`src/rtl/uart_boot_loader_pkg.sv`:
```
// Shared types and constants for the UART boot loader: FSM encoding, default sync marker,
// and frame-field byte offsets.
package uart_boot_loader_pkg;

  typedef enum logic [2:0] {
    StIdle  = 3'd0,
    StLenLo = 3'd1,
    StLenHi = 3'd2,
    StData  = 3'd3,
    StChk   = 3'd4,
    StDone  = 3'd5
  } state_e;

  localparam logic [7:0] DefaultSyncByte = 8'hA5;

  localparam int unsigned FrameOffsSync  = 0;
  localparam int unsigned FrameOffsLenLo = 1;
  localparam int unsigned FrameOffsLenHi = 2;
  localparam int unsigned FrameOffsData  = 3;

endpackage

```
`src/rtl/uart_boot_loader_rx_edge_detect.sv`:
```
// Registered rising-edge detector on rx_ready: one byte_valid per byte, however long
// the receiver holds its ready level.
module rx_edge_detect (
  input  logic i_clk,
  input  logic i_rst_n,
  input  logic i_rx_ready,
  output logic o_byte_valid
);

  logic r_rx_ready;

  always_ff @(posedge i_clk or negedge i_rst_n) begin
    if (!i_rst_n) begin
      r_rx_ready <= 1'b0;
    end else begin
      r_rx_ready <= i_rx_ready;
    end
  end

  assign o_byte_valid = i_rx_ready & ~r_rx_ready;

endmodule

```
`src/rtl/uart_boot_loader.sv`:
```
// Boot loader FSM: frames UART bytes into little-endian 32-bit words written to instruction
// memory. Define UART_BOOT_LOADER_CHECKSUM_EN to require a trailing XOR checksum byte.
module uart_boot_loader
  import uart_boot_loader_pkg::*;
#(
  parameter int unsigned ADDR_W    = 10,
  parameter logic [7:0]  SYNC_BYTE = DefaultSyncByte
) (
  input  logic              i_clk,
  input  logic              i_rst_n,
  input  logic [7:0]        i_rx_data,
  input  logic              i_rx_ready,
  output logic              o_mem_we,
  output logic [ADDR_W-1:0] o_mem_addr,
  output logic [31:0]       o_mem_wdata,
  output logic              o_cpu_hold,
  output logic              o_load_done,
  output logic              o_load_err
);

  localparam int unsigned Cap = 32'd1 << ADDR_W;

  state_e              r_state, w_state_d;
  logic [15:0]         r_len, w_len_d;
  logic [ADDR_W-1:0]   r_addr, w_addr_d;
  logic [1:0]          r_idx, w_idx_d;
  logic [23:0]         r_word, w_word_d;
  logic [ADDR_W-1:0]   r_mem_addr, w_mem_addr_d;
  logic [31:0]         r_mem_wdata, w_mem_wdata_d;
  logic                r_mem_we, w_mem_we_d;
  logic                r_hold, w_hold_d;
  logic                r_done, w_done_d;
  logic                r_err, w_err_d;
`ifdef UART_BOOT_LOADER_CHECKSUM_EN
  logic [7:0]          r_xor, w_xor_d;
`endif

  logic        w_byte_valid;
  logic [15:0] w_len_in;
  logic        w_last_word;
  logic        w_finish;
  logic        w_fail;

  rx_edge_detect u_rx_edge (
    .i_clk        (i_clk),
    .i_rst_n      (i_rst_n),
    .i_rx_ready   (i_rx_ready),
    .o_byte_valid (w_byte_valid)
  );

  assign w_len_in    = {i_rx_data, r_len[7:0]};
  assign w_last_word = (32'(r_addr) == 32'(r_len) - 32'd1);

  always_comb begin
    w_state_d     = r_state;
    w_len_d       = r_len;
    w_addr_d      = r_addr;
    w_idx_d       = r_idx;
    w_word_d      = r_word;
    w_mem_addr_d  = r_mem_addr;
    w_mem_wdata_d = r_mem_wdata;
    w_mem_we_d    = 1'b0;
    w_hold_d      = r_hold;
    w_done_d      = 1'b0;
    w_err_d       = r_err;
    w_finish      = 1'b0;
    w_fail        = 1'b0;
`ifdef UART_BOOT_LOADER_CHECKSUM_EN
    w_xor_d       = r_xor;
`endif

    unique case (r_state)
      StIdle: begin
        if (w_byte_valid && (i_rx_data == SYNC_BYTE)) begin
          w_state_d = StLenLo;
          w_hold_d  = 1'b1;
          w_err_d   = 1'b0;
`ifdef UART_BOOT_LOADER_CHECKSUM_EN
          w_xor_d   = 8'h00;
`endif
        end
      end
      StLenLo: begin
        if (w_byte_valid) begin
          w_len_d[7:0] = i_rx_data;
          w_state_d    = StLenHi;
        end
      end
      StLenHi: begin
        if (w_byte_valid) begin
          w_len_d[15:8] = i_rx_data;
          if (32'(w_len_in) > Cap) begin
            w_fail = 1'b1;
          end else if (w_len_in == 16'd0) begin
`ifdef UART_BOOT_LOADER_CHECKSUM_EN
            w_state_d = StChk;
`else
            w_finish  = 1'b1;
`endif
          end else begin
            w_state_d = StData;
            w_addr_d  = '0;
            w_idx_d   = 2'd0;
          end
        end
      end
      StData: begin
        if (w_byte_valid) begin
          w_idx_d = r_idx + 2'd1;
`ifdef UART_BOOT_LOADER_CHECKSUM_EN
          w_xor_d = r_xor ^ i_rx_data;
`endif
          unique case (r_idx)
            2'd0: w_word_d[7:0]   = i_rx_data;
            2'd1: w_word_d[15:8]  = i_rx_data;
            2'd2: w_word_d[23:16] = i_rx_data;
            2'd3: begin
              w_mem_we_d    = 1'b1;
              w_mem_addr_d  = r_addr;
              w_mem_wdata_d = {i_rx_data, r_word};
              w_addr_d      = r_addr + ADDR_W'(1);
              if (w_last_word) begin
`ifdef UART_BOOT_LOADER_CHECKSUM_EN
                w_state_d = StChk;
`else
                w_finish  = 1'b1;
`endif
              end
            end
            default: ;
          endcase
        end
      end
`ifdef UART_BOOT_LOADER_CHECKSUM_EN
      StChk: begin
        if (w_byte_valid) begin
          if (i_rx_data == r_xor) begin
            w_finish = 1'b1;
          end else begin
            w_fail = 1'b1;
          end
        end
      end
`endif
      StDone: w_state_d = StIdle;
      default: w_state_d = StIdle;
    endcase

    if (w_finish) begin
      w_state_d = StDone;
      w_done_d  = 1'b1;
      w_hold_d  = 1'b0;
    end
    if (w_fail) begin
      w_state_d = StIdle;
      w_err_d   = 1'b1;
      w_hold_d  = 1'b0;
    end
  end

  always_ff @(posedge i_clk or negedge i_rst_n) begin
    if (!i_rst_n) begin
      r_state     <= StIdle;
      r_len       <= '0;
      r_addr      <= '0;
      r_idx       <= '0;
      r_word      <= '0;
      r_mem_addr  <= '0;
      r_mem_wdata <= '0;
      r_mem_we    <= 1'b0;
      r_hold      <= 1'b0;
      r_done      <= 1'b0;
      r_err       <= 1'b0;
`ifdef UART_BOOT_LOADER_CHECKSUM_EN
      r_xor       <= '0;
`endif
    end else begin
      r_state     <= w_state_d;
      r_len       <= w_len_d;
      r_addr      <= w_addr_d;
      r_idx       <= w_idx_d;
      r_word      <= w_word_d;
      r_mem_addr  <= w_mem_addr_d;
      r_mem_wdata <= w_mem_wdata_d;
      r_mem_we    <= w_mem_we_d;
      r_hold      <= w_hold_d;
      r_done      <= w_done_d;
      r_err       <= w_err_d;
`ifdef UART_BOOT_LOADER_CHECKSUM_EN
      r_xor       <= w_xor_d;
`endif
    end
  end

  assign o_mem_we    = r_mem_we;
  assign o_mem_addr  = r_mem_addr;
  assign o_mem_wdata = r_mem_wdata;
  assign o_cpu_hold  = r_hold;
  assign o_load_done = r_done;
  assign o_load_err  = r_err;

endmodule

```
`config.mk`:
```
export PLATFORM = sky130hd
export DESIGN_NAME = uart_boot_loader
export DESIGN_NICKNAME = d
export VERILOG_FILES = /design/src/rtl/uart_boot_loader_pkg.sv /design/src/rtl/uart_boot_loader_rx_edge_detect.sv /design/src/rtl/uart_boot_loader.sv
export SDC_FILE = /design/constraint.sdc
export NUM_CORES = 1
export LEC_CHECK = 0
export CORE_AREA = 2 2 126 128
export CTS_CLUSTER_DIAMETER = 40
export DETAILED_ROUTE_END_ITERATION = 7
export DIE_AREA = 0 0 128 130
export DONT_BUFFER_PORTS = 1
export HOLD_SLACK_MARGIN = 0.05
export PLACE_DENSITY_LB_ADDON = 0.25
export SLEW_MARGIN = 40
export SYNTH_ARGS = -nofsm -noshare
export SYNTH_HDL_FRONTEND = slang
export SYNTH_SLANG_ARGS = --single-unit
```
`constraint.sdc`:
```
create_clock -name i_clk -period 3 [get_ports i_clk]
set_clock_uncertainty 0.2 [all_clocks]
set_input_delay 0.6 -clock i_clk [delete_from_list [all_inputs] [get_ports i_clk]]
set_output_delay 0.6 -clock i_clk [all_outputs]
set_load 0.02 [all_outputs]
```
==> reports/metrics.json <==
{
  "run_status": "finished, violations left",
  "failed_checks": "hold timing",
  "report.final.slew_viol_count": 0,
  "cpPeakStageDelay_ps": 580,
  "crit_slowest_cell": "sky130_fd_sc_hd__or4_4",
  "initial_utilization": 0.293,
  "synth-edff-count": 0,
  "floorplan.die.width_um": 128,
  "synth.net_count": 452,
  "timing.slew.headroom": 0.657,
  "setup_total_negative_slack_ps": 0,
  "globalRouteTotalUtil": 0.139,
  "dr_total_vias": 3082,
  "clock_sinks": 102,
  "yosysWarnings": 0,
  "cap_viol_max_count": 0,
  "portBuffers": 0,
  "yosysUniqueCellTypes": 47,
  "netlist.top_cell.by_area": "sky130_fd_sc_hd__dfrtp_1",
  "htreeDepth": 3,
  "pwr_density_cell_mw_per_mm2": 920,
  "io-pin-count": 57,
  "grt_first_pass_wirelength_mm": 17.7,
  "critical_path.endpoint_type": "register",
  "drt_pass1_iterations": 5,
  "nNetsFinal": 450,
  "critPathLaunchType": "register",
  "clkTransAtPathRegs_ps": 70,
  "synth_area_leaders": "sky130_fd_sc_hd__dfrtp_1, sky130_fd_sc_hd__nand2_1, sky130_fd_sc_hd__mux2_2, sky130_fd_sc_hd__xor2_1, sky130_fd_sc_hd__ha_1",
  "via_per_inst": 4.90,
  "fmax_mhz": 391,
  "crit_family": "simple AND/OR/NAND/NOR gates",
  "grt_start_max_net_pins": 103,
  "clock_tree_from_tritoncts": "built",
  "leakage_nw": 2.44,
  "holdCritPathClass": "in2async",
  "post-route-period-util": 0.852,
  "antenna_found_initial": 0,
  "overflow": 0,
  "floorplan.rows": 46,
  "route.detailed.drc": 0,
  "total_power_w": 0.00463,
  "cts_buffers": 9,
  "layout.cells.most_common": "sky130_fd_sc_hd__nand2_1",
  "syn_area_mm2": 0.00453,
  "dpl.hpwl_mm": 7.47,
  "synthesis_stage_register_bit_count": 102,
  "post-cts-setup-buffer-count": 0,
  "yosys_most_used_dff": "sky130_fd_sc_hd__dfrtp_1",
  "worst_ir_drop_vdd_uv": 405,
  "syn_area_per_cell_um2": 10.4,
  "drive_above_1_share": 0.153,
  "n_antenna_cell": 0,
  "grt_busiest_layer": "met2",
  "rsz0062_at_grt": "no",
  "clock_latency_ps": 340,
  "seq_area_frac_synth": 0.564,
  "final.fill_count": 1612,
  "1st_iter_drt_viols": 133,
  "yosysTopAreaCellShare": 0.564,
  "final_wl_mm": 10.8,
  "required_ps": 3010,
  "groute.layer.met2.usage": 0.231,
  "critical_path.cell_chain": "or4_4 -> o31a_1 -> o31ai_4 -> nor4b_4 -> nand3_2 -> xor2_1 -> nor2_1",
  "detailed_route_wire_length_per_cell_um": 17.2,
  "dieArea_mm2": 0.0166,
  "clk_path_buf_depth": 2,
  "worstPathArrival_ps": 2570,
  "hold-worst-slack_ps": -255,
  "areaGrowthSynthToFinish_pct": 11.1,
  "placeableCoreArea_mm2": 0.0154,
  "drtAntennaViolNets": 0,
  "post_cts_resize_count": 0,
  "layout_common_cells": "sky130_fd_sc_hd__nand2_1, sky130_fd_sc_hd__dfrtp_1, sky130_fd_sc_hd__mux2_2",
  "number_of_instances_in_the_synthesized_netlist": 435,
  "synth_async_sr_flop_share": 1.00,
  "routabilityCongestion": 0.826,
  "slew_at_the_pin_with_the_worst_max_slew_slack_ps": 514,
  "fp.dieH_um": 130,
  "setup_viol_count_final": 0,
  "clock-root-buffer": "sky130_fd_sc_hd__clkbuf_16",
  "gr-usage-met3": 0.0422,
  "met1_resource_use_gr": 0.171,
  "final_period_minus_worst_setup_slack_ps": 2550,
  "finalHoldViolations": 102,
  "first_global_vias": 3213,
  "worst-setup-path-type": "reg2reg",
  "crit_buf_inv": 0,
  "crit_fanout": 8
}
worst register-to-register path: stages (launching register included):
cell and delay (ps):
sky130_fd_sc_hd__dfrtp_1 480, sky130_fd_sc_hd__or4_4 580, sky130_fd_sc_hd__o31a_1 300, sky130_fd_sc_hd__o31ai_4 250
sky130_fd_sc_hd__nor4b_4 300, sky130_fd_sc_hd__nand3_2 110, sky130_fd_sc_hd__xor2_1 150, sky130_fd_sc_hd__nor2_1 50
sequential cells by signal, summed over array words and instances (netlist names):
signal                cells
o_mem_wdata              32
r_word                   24
r_len                    16
o_mem_addr               10
r_addr                   10
r_state                   3
r_idx                     2
o_cpu_hold                1
o_load_done               1
o_load_err                1
o_mem_we                  1
u_rx_edge.r_rx_ready      1
synth_stat cells (2+ instances only):
master,instances
sky130_fd_sc_hd__nor3_2,3
sky130_fd_sc_hd__a21oi_1,3
sky130_fd_sc_hd__nor3_1,8
sky130_fd_sc_hd__buf_1,5
sky130_fd_sc_hd__a31oi_1,3
sky130_fd_sc_hd__xor2_1,10
sky130_fd_sc_hd__dfrtp_1,102
sky130_fd_sc_hd__nor2_1,20
sky130_fd_sc_hd__and3_1,3
sky130_fd_sc_hd__mux2i_1,2
sky130_fd_sc_hd__nor4_1,2
sky130_fd_sc_hd__nand2_1,151
sky130_fd_sc_hd__inv_1,10
sky130_fd_sc_hd__nand4_1,5
sky130_fd_sc_hd__a211oi_1,2
sky130_fd_sc_hd__nand3_1,6
sky130_fd_sc_hd__clkbuf_1,9
sky130_fd_sc_hd__ha_1,6
sky130_fd_sc_hd__mux2_2,41
sky130_fd_sc_hd__buf_2,2
sky130_fd_sc_hd__o21ai_0,7
sky130_fd_sc_hd__xnor2_1,8
sky130_fd_sc_hd__or3_1,3
final timing paths:
check | from | end | slack, ps | cells after the start
worst min-delay path | i_rst_n | o_mem_wdata[16] | -260 | 0
min in group i_clk | i_rx_ready | u_rx_edge.r_rx_ready | 90 | 0
worst max register to register | r_len[6] | r_addr[9] | 450 | 7
worst min register to register | r_word[23] | o_mem_wdata[23] | 260 | 2
max in group asynchronous | i_rst_n | r_addr[9] | 2710 | 0
worst max-delay path | r_len[6] | r_addr[9] | 450 | 7
metrics by stage:
stage	cell area, um2	util	hold WS [ps]	instances	setup slack (ps)
detailed placement	4720	0.306	107	614	346
CTS	5030	0.326	-269	629	443
finish	5030	0.326	-255	629	445
floorplan	4530	-	104	435	472
global placement	4720	0.306	107	614	350
global route	5030	0.326	-272	629	282
layer usage:
metal	vias up	part of all wire
li1	1446	-
met1	1555	0.43
met2	62	0.49
met3	19	0.061
met4	0	0.021
met5	-	0
report_power, final:
part	total (W)	leakage (nW)	internal, W	switching (W)
clock	0.00123	0.147	0.000731	0.000500
combinational	0.000936	0.949	0.000501	0.000436
sequential	0.00246	1.34	0.00183	0.000636
cell families (layout without fill, tap and decap cells):
logic type               count (synthesis)  in the layout  synth area share
AO/OA/AOI/OAI                           26             26            0.0431
XOR/XNOR                                18             18            0.0348
adder cells (fa/ha/maj)                  6              6            0.0166
buffers and inverters                   27             29            0.0246
flip-flops                             102            102             0.564
multiplexers                            43             43             0.106
AND/OR/NAND/NOR                        213            213             0.211
final cells by class:
cell class	count	area (um2)	share of cell area
inverter	10	37.5	0.00746
multi-input combinational	306	1860	0.370
timing repair buffer	4	30.0	0.00597
tap	192	240	0.0478
sequential	102	2550	0.508
clock buffer	12	236	0.0470
clock inverter	3	68.8	0.0137
Power figures use the tool's default switching activity.
